`src/rtl/uart_rx_core.sv`:
```
// rtl/uart_rx_core.sv - 16x-oversampled UART receiver, 8N1 (8E1 when UART_RX_PARITY_EN is defined)
module uart_rx_core (
    input  logic       clk,
    input  logic       rst_n,
    input  logic       I_baudrate_rx_clk,
    input  logic       I_rx,
    output logic [7:0] O_rx_data,
    output logic       O_rx_valid,
    output logic       O_rx_frame_err,
`ifdef UART_RX_PARITY_EN
    output logic       O_rx_parity_err,
`endif
    output logic       O_rx_busy
);

    typedef enum logic [2:0] {
        IDLE,
        START,
        DATA,
`ifdef UART_RX_PARITY_EN
        PARITY,
`endif
        STOP,
        BREAK
    } state_t;

    state_t     state_q, state_d;
    logic       rx_meta_q, rx_meta_d;
    logic       rx_s_q, rx_s_d;
    logic [3:0] tick_cnt_q, tick_cnt_d;
    logic [2:0] bit_cnt_q, bit_cnt_d;
    logic [7:0] shift_q, shift_d;
    logic [7:0] data_q, data_d;
    logic       valid_q, valid_d;
    logic       frame_err_q, frame_err_d;
`ifdef UART_RX_PARITY_EN
    logic       parity_bit_q, parity_bit_d;
    logic       parity_err_q, parity_err_d;
`endif

    always_ff @(posedge clk or negedge rst_n) begin
        if (!rst_n) begin
            state_q      <= IDLE;
            rx_meta_q    <= 1'b1;
            rx_s_q       <= 1'b1;
            tick_cnt_q   <= 4'd0;
            bit_cnt_q    <= 3'd0;
            shift_q      <= 8'h00;
            data_q       <= 8'h00;
            valid_q      <= 1'b0;
            frame_err_q  <= 1'b0;
`ifdef UART_RX_PARITY_EN
            parity_bit_q <= 1'b0;
            parity_err_q <= 1'b0;
`endif
        end else begin
            state_q      <= state_d;
            rx_meta_q    <= rx_meta_d;
            rx_s_q       <= rx_s_d;
            tick_cnt_q   <= tick_cnt_d;
            bit_cnt_q    <= bit_cnt_d;
            shift_q      <= shift_d;
            data_q       <= data_d;
            valid_q      <= valid_d;
            frame_err_q  <= frame_err_d;
`ifdef UART_RX_PARITY_EN
            parity_bit_q <= parity_bit_d;
            parity_err_q <= parity_err_d;
`endif
        end
    end

    always_comb begin
        state_d      = state_q;
        rx_meta_d    = I_rx;
        rx_s_d       = rx_meta_q;
        tick_cnt_d   = tick_cnt_q;
        bit_cnt_d    = bit_cnt_q;
        shift_d      = shift_q;
        data_d       = data_q;
        valid_d      = 1'b0;
        frame_err_d  = 1'b0;
`ifdef UART_RX_PARITY_EN
        parity_bit_d = parity_bit_q;
        parity_err_d = 1'b0;
`endif
        case (state_q)
            IDLE: begin
                // Edge detection is not gated by the tick so back-to-back frames lose no time
                if (!rx_s_q) begin
                    tick_cnt_d = 4'd0;
                    state_d    = START;
                end
            end
            START: begin
                if (I_baudrate_rx_clk) begin
                    tick_cnt_d = tick_cnt_q + 4'd1;
                    if (tick_cnt_q == 4'd7) begin
                        if (!rx_s_q) begin
                            tick_cnt_d = 4'd0;
                            bit_cnt_d  = 3'd0;
                            state_d    = DATA;
                        end else begin
                            state_d = IDLE;
                        end
                    end
                end
            end
            DATA: begin
                if (I_baudrate_rx_clk) begin
                    tick_cnt_d = tick_cnt_q + 4'd1;
                    if (tick_cnt_q == 4'd15) begin
                        shift_d   = {rx_s_q, shift_q[7:1]};
                        bit_cnt_d = bit_cnt_q + 3'd1;
                        if (bit_cnt_q == 3'd7) begin
`ifdef UART_RX_PARITY_EN
                            state_d = PARITY;
`else
                            state_d = STOP;
`endif
                        end
                    end
                end
            end
`ifdef UART_RX_PARITY_EN
            PARITY: begin
                if (I_baudrate_rx_clk) begin
                    tick_cnt_d = tick_cnt_q + 4'd1;
                    if (tick_cnt_q == 4'd15) begin
                        parity_bit_d = rx_s_q;
                        state_d      = STOP;
                    end
                end
            end
`endif
            STOP: begin
                if (I_baudrate_rx_clk) begin
                    tick_cnt_d = tick_cnt_q + 4'd1;
                    if (tick_cnt_q == 4'd15) begin
                        tick_cnt_d  = 4'd0;
                        data_d      = shift_q;
                        valid_d     = 1'b1;
                        frame_err_d = ~rx_s_q;
`ifdef UART_RX_PARITY_EN
                        parity_err_d = (^shift_q) ^ parity_bit_q;
`endif
                        state_d     = rx_s_q ? IDLE : BREAK;
                    end
                end
            end
            BREAK: begin
                // A held-low line must return high before a new start edge counts
                if (rx_s_q) begin
                    state_d = IDLE;
                end
            end
            default: state_d = IDLE;
        endcase
    end

    assign O_rx_data      = data_q;
    assign O_rx_valid     = valid_q;
    assign O_rx_frame_err = frame_err_q;
`ifdef UART_RX_PARITY_EN
    assign O_rx_parity_err = parity_err_q;
`endif
    assign O_rx_busy      = (state_q != IDLE);

endmodule

```
`config.mk`:
```
export PLATFORM = sky130hd
export DESIGN_NAME = uart_rx_core
export DESIGN_NICKNAME = d
export VERILOG_FILES = /design/src/rtl/uart_rx_core.sv
export SDC_FILE = /design/constraint.sdc
export NUM_CORES = 1
export LEC_CHECK = 0
export BUFFER_PORTS_ARGS = -buffer_cell sky130_fd_sc_hd__buf_4
export CORE_AREA = 2 2 58 60
export DETAILED_ROUTE_END_ITERATION = 10
export DIE_AREA = 0 0 60 62
export HOLD_SLACK_MARGIN = 0.15
export SLEW_MARGIN = 40
export SYNTH_ARGS = -nofsm -noshare
export SYNTH_HDL_FRONTEND = slang
export SYNTH_SLANG_ARGS = --single-unit
export TNS_END_PERCENT = 1
```
`constraint.sdc`:
```
create_clock -name clk -period 4.3 [get_ports clk]
set_input_delay 0.645 -clock clk [delete_from_list [all_inputs] [get_ports clk]]
set_output_delay 0.645 -clock clk [all_outputs]
set_load 0.02 [all_outputs]
```
# Word-level counts from Yosys, hierarchy flattened
# Cells that the tools add are included.
totals:
  ff_bits: 30
  in_bits: 4
  wordCells: 70
op_classes:
  n_addsub: 2
  n_eq_ne: 17
  mux: 32
  bitwise: 1
  n_reduce_logical: 9
op_table:
  columns: ["operator", "n"]
  rows:
  - ["3-bit 2-to-1 mux", 15]
  - ["4-bit 2-to-1 mux", 7]
  - ["2-bit inequality test, second input constant", 10]
  - ["4-bit case mux with 4 select lines", 1]
  - ["3-bit case mux with 5 select lines", 1]
  - ["9-bit AND reduction", 1]
  - ["3-bit by 2-bit equality test with 1-bit output, second input constant", 2]
  - ["3-bit equality test, second input constant", 2]
  - ["1-bit 2-to-1 mux", 6]
  - ["3-bit case mux with 2 select lines", 1]
  - ["3-bit AND reduction", 2]
  - ["6-bit AND reduction", 1]
  - ["5-bit AND reduction", 1]
  - ["4-bit by 1-bit adder with 4-bit output, second input constant", 1]
  - ["4-bit by 3-bit equality test with 1-bit output, second input constant", 1]
  - ["4-bit equality test, second input constant", 1]
  - ["4-bit nonzero test", 1]
  - ["3-bit by 1-bit adder with 3-bit output, second input constant", 1]
  - ["3-bit by 1-bit equality test with 1-bit output, second input constant", 1]
  - ["3-bit zero test", 1]
  - ["3-bit nonzero test", 1]
  - ["2-bit 2-to-1 mux", 1]
  - ["2-bit nonzero test", 1]
  - ["1-bit NOT", 1]

# Logic depth before layout (Yosys ltp)
# Gate-level depths: netlist of run 1.
depth:
  word_depth: 5
  mapped_depth: 6
  depth_no_buf: 5

# Worst setup path after synthesis of run 1
# OpenSTA, ideal clock, no wires.
synth_path:
  path_kind: "input -> register"
  from: "input I_baudrate_rx_clk"
  to: "register data_q[0], in the netlist O_rx_data[0]"
  t_arrival_ns: 1.584
  t_required_ns: 4.175
  setup_slack_ns: 2.591
  stages: 4
  cell_sequence: "nand4_2 -> or3_1 -> buf_6 -> mux2_4"
synth_between:
  elab_chain_len: 1
synth_lines:
  columns: ["item", "line", "source"]
  rows:
  - ["from (decl)", "5", "input logic I_baudrate_rx_clk,"]
  - ["3-bit AND reduction (no source line)", null, null]
  - ["to (signal assigned)", "63", "data_q <= data_d;"]
  - ["to (decl)", "33", "logic [7:0] data_q, data_d;"]
# Every way passes these cells.
# A chain may end at the register's enable or synchronous reset.

# Worst setup path in the final report of run 1
layout_path:
  from: "register state_q[1]"
  to: "register shift_q[5]"
layout_between:
  elab_chain_len: 2
layout_lines:
  columns: ["item", "line", "source"]
  rows:
  - ["from (decl)", "27", "state_t state_q, state_d;"]
  - ["from (signal assigned)", "57", "state_q <= state_d;"]
  - ["3-bit by 2-bit equality test with 1-bit output", "87", "case (state_q)"]
  - ["3-bit AND reduction (no source line)", null, null]
  - ["to (signal assigned)", "62", "shift_q <= shift_d;"]
  - ["to (decl)", "32", "logic [7:0] shift_q, shift_d;"]
# Every way passes these cells.

==> results of run 1 <==
[layout make-up]
cell class | instances | area, µm²
Timing Repair Buffer | 14 | 105.1
Sequential cell | 30 | 753.2
Clock buffer | 6 | 51.30
Tap cell | 46 | 57.56
Fill cell | 260 | 1548
Multi-Input combinational cell | 74 | 581.8
Inverter | 6 | 22.52
Clock inverter | 2 | 60.06
[routing by layer]
| layer | vias to the layer above | part of all wire, % | routed length, µm |
|---|---|---|---|
| li1 | 441 | - | - |
| met1 | 422 | 49 | 1081 |
| met2 | 24 | 44 | 962 |
| met3 | 7 | 3.7 | 82 |
| met4 | 0 | 2.9 | 63 |
| met5 | - | 0 | 0 |
[cell usage after synthesis, drive strengths merged (2+ instances only)]
cell type	n	area share (%)
ha	3	2.7
o21ai	8	2.9
dfrtp	28	50
nor2	5	1.3
dfstp	2	3.8
buf	6	2.7
or3	3	1.3
nand3	3	1.1
mux2	17	16
a21oi	3	1.1
nand2	7	1.9
nor3	5	1.8
mux2i	2	1.4
nor3b	3	1.6
inv	6	1.6
[per-stage QoR]
step,setup slack (ns),power (mW),hold WS (ns),instances,instance area [µm²]
CTS,2.204,0.7840,0.2317,178,1632
floorplan,2.591,0.4526,0.3452,116,1395
finish,2.210,0.7767,0.2214,178,1632
detailed placement,2.208,0.4876,0.3476,170,1520
global placement,2.230,0.4838,0.3457,170,1520
global route,2.057,0.8223,0.2376,178,1632
[worst register-to-register path: stages, from the launching register on]
cell	delay (ns)
dfrtp_1	0.57
nor3b_1	0.35
nor2b_1	0.64
mux2_2	0.41
[report_power, final]
| group | internal (mW) | switching, mW |
|---|---|---|
| sequential | 0.308 | 0.0398 |
| clock | 0.197 | 0.0967 |
| combinational | 0.0625 | 0.0724 |
[worst paths after layout]
| kind | startpoint | to | slack [ns] | cells past startpoint |
|---|---|---|---|---|
| hold / removal | rst_n | tick_cnt_q[2]$_DFFE_PN0P_ | 0.22 | 1 |
| setup reg to reg | state_q[1]$_DFFE_PN0P_ | shift_q[5]$_DFFE_PN0P_ | 2.21 | 3 |
| max in group asynchronous | rst_n | rx_meta_q$_DFF_PN1_ | 3.75 | 1 |
| min in group clk | rx_meta_q$_DFF_PN1_ | rx_s_q$_DFF_PN1_ | 0.36 | 0 |
| hold reg to reg | rx_meta_q$_DFF_PN1_ | rx_s_q$_DFF_PN1_ | 0.36 | 0 |
| setup / recovery | state_q[1]$_DFFE_PN0P_ | shift_q[5]$_DFFE_PN0P_ | 2.21 | 3 |
[flip-flops by register name, indices dropped and copies added, names as in the netlist]
| register | flops |
|---|---|
| O_rx_frame_err | 1 |
| O_rx_data | 8 |
| tick_cnt_q | 4 |
| O_rx_valid | 1 |
| rx_meta_q | 1 |
| state_q | 3 |
| shift_q | 8 |
| rx_s_q | 1 |
| bit_cnt_q | 3 |
[cells by family (layout without fill, tap and decap cells)]
logic type,after synthesis,count (layout),synth area share [%]
muxes,19,19,17.31
buffers and inverters,12,28,4.304
adders and majority gates,3,3,2.691
DFF,30,30,53.99
and+or+nand+nor,33,33,12.83
AOI/OAI and AO/OA,18,18,8.251
xor gates and xnor gates,1,1,0.6279
==> reports/metrics.csv, run 1 <==
stage;metric;value;unit
die;row_count;21;
worst_hold_path;worstHoldPathType;in2async;
global_route;met3_usage;3.727;%
clock_tree;clock_latency;0.32;ns
route;drt_iter0_drc;35;
sta;min_period;2.090;ns
clock_tree;cts_tree;built;
clock_tree;clock_sinks;30;
sta;finalSetupViolations;0;
die;fp.dieW;60;µm
worst_setup_path;end_kind;flip-flop;
worst_setup_path;start_kind;flip-flop;
global_route;grt_busiest_layer;met1;
worst_setup_path;critPathKind;reg2reg;
global_route;grt_pass1_wl;3.594;mm
sta;worst-slew-pin-transition;0.7229;ns
die;fp.dieH;62;µm
route;antenna_left;0;
worst_setup_path;slowest_delay;0.64;ns
clock_tree;cts_buffers;5;
synth;async_flop_share;100.0;%
place;finalWeightedCongestion;0.8003;
global_route;grt_max_degree;31;
global_route;grt_usage;13.54;%
synth;yosysSeqAreaShare;53.99;%
place;hpwl;1.500;mm
place;portBuffers;14;
cells_and_area;fin_util;51.32;%
route;wire_per_inst;12.30;µm
global_route;grt_pass1_vias;796;
clock_tree;cts.path.max_buffers;2;
power;p_per_area;476.0;mW/mm²
global_route;antenna_found_initial;0;
sta;fmax;478.5;MHz
cells_and_area;num_antenna_cells;0;
cells_and_area;layout_commonest_cell;dfrtp_1;
clock_tree;post_cts_resized;0;
sta;rsz0062_at_grt;no;
worst_setup_path;required;4.51;ns
global_route;globalRouteMet2Util;18.32;%
sta;finalCritPeriodShare;48.60;%
global_route;overflow;0;
sta;fin_worst_skew;0.007217;ns
cells_and_area;drive_gt1_share;33.33;%
die;ioPinCount;15;
die;start_util;43.88;%
global_route;use_met1;18.61;%
worst_setup_path;cp_max_fo;13;
power;p_leak;0.7888;nW
worst_setup_path;critPathTopFamily;simple AND/OR/NAND/NOR gates;
outcome;run_status;finished, final reports clean;
route;routed-via-count;894;
job;drv_cap;0;
sta;tns;0;ns
sta;hold_viol;0;
cells_and_area;syn_to_final_growth;16.95;%
die;die-area;0.003720;mm²
sta;drv_slew;0;
clock_tree;clockRootBuffer;clkbuf_4;
synth;yosys.cell_types.count;35;
synth;syn_inst;116;
cells_and_area;final_cell_mix;dfrtp_1 (28), buf_4 (14), mux2_2 (9);
cells_and_area;nNetsFinal;138;
clock_tree;post_cts_buffers;0;
worst_setup_path;cp_num_buf_inv;0;
clock_tree;ctsHoldBuffers;0;
synth;synth_edf_count;0;
synth;synth.avg_cell_area;12.03;µm²
worst_setup_path;cp.arrival;2.30;ns
route;drc;0;
synth;synthesis.nets;123;
synth;synth_flop_cell;dfrtp_1;
clock_tree;cts.htree.levels;2;
worst_setup_path;critical-path-slowest-cell;nor2b_1;
die;core_area;0.003179;mm²
clock_tree;clk_pin_slew;0.10;ns
synth;synth_area;0.001395;mm²
route;wirelength;2.190;mm
sta;maxSlewHeadroom;51.70;%
synth;yosysWarnings;0;
worst_setup_path;crit_chain;nor3b_1 -> nor2b_1 -> mux2_2;
route;drt-pass1-iter-count;4;
synth;ys_ff_latch;30;
power;ir_worst_vdd;0.0002332;V
route;avgViaCountPerCell;5.022;
Power figures use the tool's default switching activity.
==> inputs of run 2 (changes only) <==
PLACE_DENSITY = 0.67   (was default)
clock period = 1.9 ns   (was 4.3 ns; I/O delays follow)
==> reports/metrics.csv, run 2 (synthesized netlist as in run 1, its figures left out) <==
stage;metric;value;unit;change
global_route;grt_usage;15.40;%;+1.9 points
worst_setup_path;end_kind;primary output;;
power;p_per_area;908.1;mW/mm²;+91%
clock_tree;cts.path.max_buffers;2;;unchanged
worst_setup_path;start_kind;flip-flop;;
cells_and_area;fin_util;52.26;%;+0.94 points
worst_setup_path;slowest_delay;0.45;ns;-0.19 ns
cells_and_area;final_cell_mix;dfrtp_1 (28), buf_4 (21), mux2_2 (9);;
global_route;grt_pass1_vias;868;;+9.0%
sta;finalCritPeriodShare;93.33;%;
power;power_frac_clock;26.9;%;-11 points
clock_tree;clock_latency;0.33;ns;about the same
power;p_leak;0.8115;nW;+2.9%
sta;drv_slew;0;;unchanged
outcome;run_status;finished, final reports clean;;
clock_tree;clockRootBuffer;clkbuf_4;;
job;drv_cap;0;;unchanged
cells_and_area;fin_cells;187;;+5.1%
die;core_area;0.003179;mm²;unchanged
worst_setup_path;cp_num_buf_inv;2;;+2
clock_tree;cts.htree.levels;2;;unchanged
route;drc;0;;unchanged
sta;min_period;1.773;ns;
place;portBuffers;14;;unchanged
power;p_sw;0.4794;mW;+130%
route;antenna_left;0;;unchanged
clock_tree;cts_buffers;5;;unchanged
clock_tree;clk_pin_slew;0.09;ns;about the same
die;fp.dieW;60;µm;unchanged
place;hpwl;1.774;mm;+18%
route;wire_per_inst;13.14;µm;+6.8%
sta;maxSlewHeadroom;73.47;%;+22 points
sta;rsz0062_at_grt;no;;
die;row_count;21;;unchanged
worst_hold_path;worstHoldPathType;reg2reg;;
die;ioPinCount;15;;unchanged
die;start_util;43.88;%;unchanged
worst_setup_path;cp.arrival;1.49;ns;-0.81 ns
worst_setup_path;cpMostUsedCell;buf_4;;
route;routed-via-count;905;;+1.2%
sta;fin_hold_ws;0.3604;ns;+0.1390 ns
power;p_seq_share;51.5;%;+6.7 points
cells_and_area;drive_gt1_share;36.88;%;+3.5 points
sta;fin_worst_skew;0.01592;ns;+0.008705 ns
power;combPwrFrac;21.6;%;+4.2 points
worst_setup_path;critPathTopFamily;flip-flops;;
global_route;grt_pass1_wl;4.043;mm;+12%
cells_and_area;nNetsFinal;147;;+6.5%
cells_and_area;layout_commonest_cell;dfrtp_1;;
power;p_sw_share;31.77;%;+4.9 points
sta;tns;0;ns;unchanged
worst_setup_path;critPathKind;reg2out;;
worst_setup_path;required;1.62;ns;-2.89 ns
worst_setup_path;crit_chain;buf_4 -> or3_1 -> buf_4;;
cells_and_area;num_antenna_cells;0;;unchanged
sta;fmax;564.0;MHz;
worst_setup_path;critical-path-slowest-cell;dfrtp_1;;
global_route;grt_max_degree;31;;unchanged
die;fp.dieH;62;µm;unchanged
place;place_inst;177;;+4.1%
route;drt-pass1-iter-count;4;;unchanged
global_route;overflow;0;;unchanged
place;finalWeightedCongestion;0.7706;;-3.7%
route;avgViaCountPerCell;4.840;;-3.6%
power;p_int;1.029;mW;+81%
sta;worst-slew-pin-transition;0.3971;ns;-0.3258 ns
clock_tree;cts_tree;built;;
sta;hold_viol;0;;unchanged
sta;finalSetupViolations;0;;unchanged
clock_tree;clock_sinks;30;;unchanged
global_route;antenna_found_initial;0;;unchanged
power;ir_worst_vdd;0.0005251;V;+130%
worst_setup_path;timing.rr.start;tick_cnt_q[0]$_DFFE_PN0P_;;
worst_hold_path;hp-start;rx_meta_q$_DFF_PN1_;;
die;die-area;0.003720;mm²;unchanged
cells_and_area;syn_to_final_growth;19.10;%;
route;drt_iter0_drc;11;;-69%
power;total_power;1.509;mW;+94%
route;wirelength;2.457;mm;+12%
worst_setup_path;cp_max_fo;8;;-5
worst_setup_path;cp-startpoint;state_q[1]$_DFFE_PN0P_;;
## run 2: final timing paths
kind | endpoint | slack [ns] | depth (start not counted)
max in group asynchronous | rx_s_q$_DFF_PN1_ | 1.16 | 2
setup / recovery | O_rx_busy | 0.13 | 3
hold reg to reg | rx_s_q$_DFF_PN1_ | 0.36 | 0
setup reg to reg | shift_q[7]$_DFFE_PN0P_ | 0.15 | 6
hold / removal | rx_s_q$_DFF_PN1_ | 0.36 | 0
min in group asynchronous | O_rx_data[2]$_DFFE_PN0P_ | 0.41 | 2
## run 2: repair_timing
| action | CTS | global route |
|---|---|---|
| hold buffers | 2 | 0 |
| hold endpoints to repair | 29 | 0 |
| setup endpoints to repair | 0 | 8 |
| buffers inserted | 0 | 0 |
| gates resized for setup | 0 | 1 |
## run 2: layout make-up
| class | count | area [µm²] |
|---|---|---|
| fill | 281 | 1518 |
| sequential | 30 | 753.2 |
| multi-input combinational | 74 | 586.8 |
| timing repair buffer | 23 | 177.7 |
| tap | 46 | 57.56 |
| clock buffer | 6 | 51.30 |
| inverter | 6 | 22.52 |
| clock inverter | 2 | 12.51 |
## run 2: worst register-to-register path, delay by kind of cell (launching register included)
kind,cells,cell delay (ns)
flops,1,0.41
buf+inv,2,0.35
mux,1,0.34
fa+ha+maj,1,0.29
simple gates,2,0.24
## run 2: stage by stage
stage	area, µm²	setup WS (ns)
final	1662	0.1268
after global routing	1662	0.05289
after CTS	1657	0.0001803
after detailed placement	1573	0.007726
after global placement	1573	0.06117
after floorplan	1395	0.2088
## run 2: routing by layer
metal / share of wire, % / vias up / global-route usage, % / wire [µm]
li1: - / 455 / - / -
met1: 46 / 433 / 18.64 / 1132
met2: 49 / 13 / 24.84 / 1207
met3: 3.3 / 4 / 6.211 / 82
met4: 1.4 / 0 / 5.714 / 34
met5: 0 / - / 0 / 0
## run 2: power by group through the flow
stage               clock (mW)  sequential (mW)  combinational (mW)
floorplan                    0            0.752               0.272
global placement             0            0.786               0.316
detailed placement           0            0.789               0.326
CTS                      0.421            0.776               0.331
global route             0.448            0.793               0.384
finish                   0.406            0.778               0.325
==> inputs of run 3 (changes only) <==
CELL_PAD_IN_SITES_DETAIL_PLACEMENT = 0   (was default)
CELL_PAD_IN_SITES_GLOBAL_PLACEMENT = 1   (was default)
CORE_AREA = 2 2 62 64   (was 2 2 58 60)
DIE_AREA = 0 0 64 66   (was 0 0 60 62)
PLACE_DENSITY = 0.69   (was 0.67)
==> reports/metrics.csv, run 3 (synthesized netlist as in run 1, its figures left out) <==
stage;metric;value;unit;change
worst_setup_path;cp-endpoint;O_rx_busy;;
place;place_inst;180;;+1.7%
cells_and_area;final_cell_mix;dfrtp_1 (28), buf_4 (22), mux2_2 (9);;
sta;maxSlewHeadroom;67.86;%;-5.6 points
sta;tns;0;ns;unchanged
route;wirelength;2.618;mm;+6.6%
worst_setup_path;regToRegEndpoint;O_rx_data[6]$_DFFE_PN0P_;;
sta;min_period;1.716;ns;-0.05747 ns
global_route;grt_usage;13.84;%;-1.6 points
sta;hold_viol;0;;unchanged
global_route;antenna_found_initial;0;;unchanged
clock_tree;cts_tree;built;;
worst_hold_path;worstHoldPathType;in2reg;;
route;avgViaCountPerCell;5.032;;+4.0%
route;route.met3.wl;104;µm;+27%
die;ioPinCount;15;;unchanged
route;drc;0;;unchanged
die;fp.dieW;64;µm;+6.7%
cells_and_area;fin_cells;190;;+1.6%
cells_and_area;design_area;0.001685;mm²;+1.4%
global_route;grt_pass1_wl;4.374;mm;+8.2%
worst_setup_path;required;1.62;ns;about the same
worst_setup_path;cp-startpoint;state_q[1]$_DFFE_PN0P_;;
sta;fin_hold_ws;0.3331;ns;-0.02730 ns
clock_tree;clk_pin_slew;0.09;ns;about the same
worst_setup_path;timing.rr.start;tick_cnt_q[0]$_DFFE_PN0P_;;
route;antenna_left;0;;unchanged
worst_setup_path;r2r_slack;0.21;ns;+0.06 ns
cells_and_area;syn_to_final_growth;20.81;%;
route;routed-wl-met2;1.306;mm;+8.2%
cells_and_area;fill_cells;325;;+16%
worst_setup_path;end_kind;primary output;;
cells_and_area;num_antenna_cells;0;;unchanged
cells_and_area;drive_gt1_share;37.32;%;+0.44 points
die;start_util;39.29;%;-4.6 points
die;fp.dieH;66;µm;+6.5%
die;core_area;0.003551;mm²;+12%
sta;worst-slew-pin-transition;0.4810;ns;+0.08387 ns
global_route;grt_max_degree;31;;unchanged
global_route;overflow;0;;unchanged
global_route;grt_pass1_vias;959;;+10%
die;row_count;22;;+4.8%
worst_setup_path;start_kind;flip-flop;;
route;wl_met1;1.195;mm;+5.6%
route;maxUsedRoutingLayer;met4;;
outcome;run_status;finished, final reports clean;;
worst_setup_path;cp_max_fo;11;;+3
sta;drv_slew;0;;unchanged
sta;fin_worst_skew;0.01024;ns;-0.005681 ns
power;p_leak;0.8288;nW;+2.1%
place;finalWeightedCongestion;0.7565;;-1.8%
clock_tree;cts.path.max_buffers;2;;unchanged
sta;finalSetupViolations;0;;unchanged
cells_and_area;layout_commonest_cell;dfrtp_1;;
place;place_area;0.001583;mm²;+0.64%
route;drt_iter0_drc;31;;+20
route;routed-via-count;956;;+5.6%
clock_tree;post_cts_buffers;0;;unchanged
clock_tree;cts_buffers;5;;unchanged
worst_setup_path;ff2ff_path_depth;4;;-2
sta;rsz0062_at_grt;no;;
die;die-area;0.004224;mm²;+14%
place;hpwl;1.833;mm;+3.4%
sta;fmax;582.8;MHz;+3.3%
route;drt-pass1-iter-count;4;;unchanged
cells_and_area;nNetsFinal;148;;+0.68%
route;wire_per_inst;13.78;µm;+4.9%
clock_tree;clock_latency;0.32;ns;about the same
place;portBuffers;14;;unchanged
power;ir_worst_vdd;0.0007989;V;+52%
clock_tree;clockRootBuffer;clkbuf_4;;
worst_setup_path;critPathKind;reg2out;;
job;drv_cap;0;;unchanged
sta;finalCritPeriodShare;90.30;%;-3.0 points
worst_setup_path;cp.arrival;1.43;ns;-0.06 ns
clock_tree;cts.htree.levels;2;;unchanged
power;p_per_area;963.9;mW/mm²;+6.1%
clock_tree;clock_sinks;30;;unchanged
[run 3: cell count changes in the layout (fill, tap and decap cells not counted)]
cell        previous run  this run
buf_4                 21        22
bufinv_16              0         1
clkbuf_8               1         0
clkinv_2               1         2
clkinvlp_4             1         0
[run 3: how the worst min path moves through the flow]
stage | slack [ns] | start | endpoint | depth (start not counted)
after CTS | 0.32 | I_baudrate_rx_clk | O_rx_valid$_DFF_PN0_ | 3
after floorplan | -0.01 | rst_n | O_rx_data[0]$_DFFE_PN0P_ | 0
after global placement | 0.23 | rst_n | tick_cnt_q[1]$_DFFE_PN0P_ | 1
after global routing | 0.32 | I_baudrate_rx_clk | O_rx_valid$_DFF_PN0_ | 3
final | 0.33 | I_baudrate_rx_clk | O_rx_valid$_DFF_PN0_ | 3
after detailed placement | 0.23 | rst_n | shift_q[6]$_DFFE_PN0P_ | 1
[run 3: area by class of cell]
class	count	area [µm²]	area share [%]
Timing Repair Buffer	24	185.2	10.99
Clock inverter	3	40.04	2.376
Tap cell	48	60.06	3.563
Inverter	6	22.52	1.336
Multi-Input combinational cell	74	586.8	34.82
Clock buffer	5	37.54	2.227
Sequential cell	30	753.2	44.69
[run 3: repair_timing]
action                                 4_1_cts  5_1_grt
endpoints found under the hold margin       29        0
resized for setup                            0        1
setup endpoints to repair                    0        8
hold buffers                                 2        0
[run 3: metrics by stage]
| stage | total power, mW | utilization [%] | worst slack [ns] |
|---|---|---|---|
| finish | 1.624 | 47.46 | 0.1843 |
| global route | 1.727 | 47.46 | 0.1157 |
| CTS | 1.645 | 47.32 | 0.03304 |
| detailed placement | 1.149 | 44.57 | 0.04435 |
| global placement | 1.133 | 44.57 | 0.09184 |
| floorplan | 1.024 | - | 0.2088 |
[run 3: where the power goes]
| group | internal [mW] | switching (mW) | total [mW] |
|---|---|---|---|
| clock network | 0.272 | 0.216 | 0.488 |
| registers | 0.698 | 0.0699 | 0.768 |
| logic | 0.170 | 0.198 | 0.368 |
[run 3: critical path, cell delays in order, from the launching register on]
cell and delay [ns]:
dfrtp_1 0.41, buf_4 0.18, or3_1 0.37, buf_4 0.16
[run 3: metal layers]
layer  vias to the layer above  track usage [%]
li1                        461                -
met5                         -                0
met2                        20            22.66
met4                         0            4.891
met3                         2            5.451
met1                       473            16.50
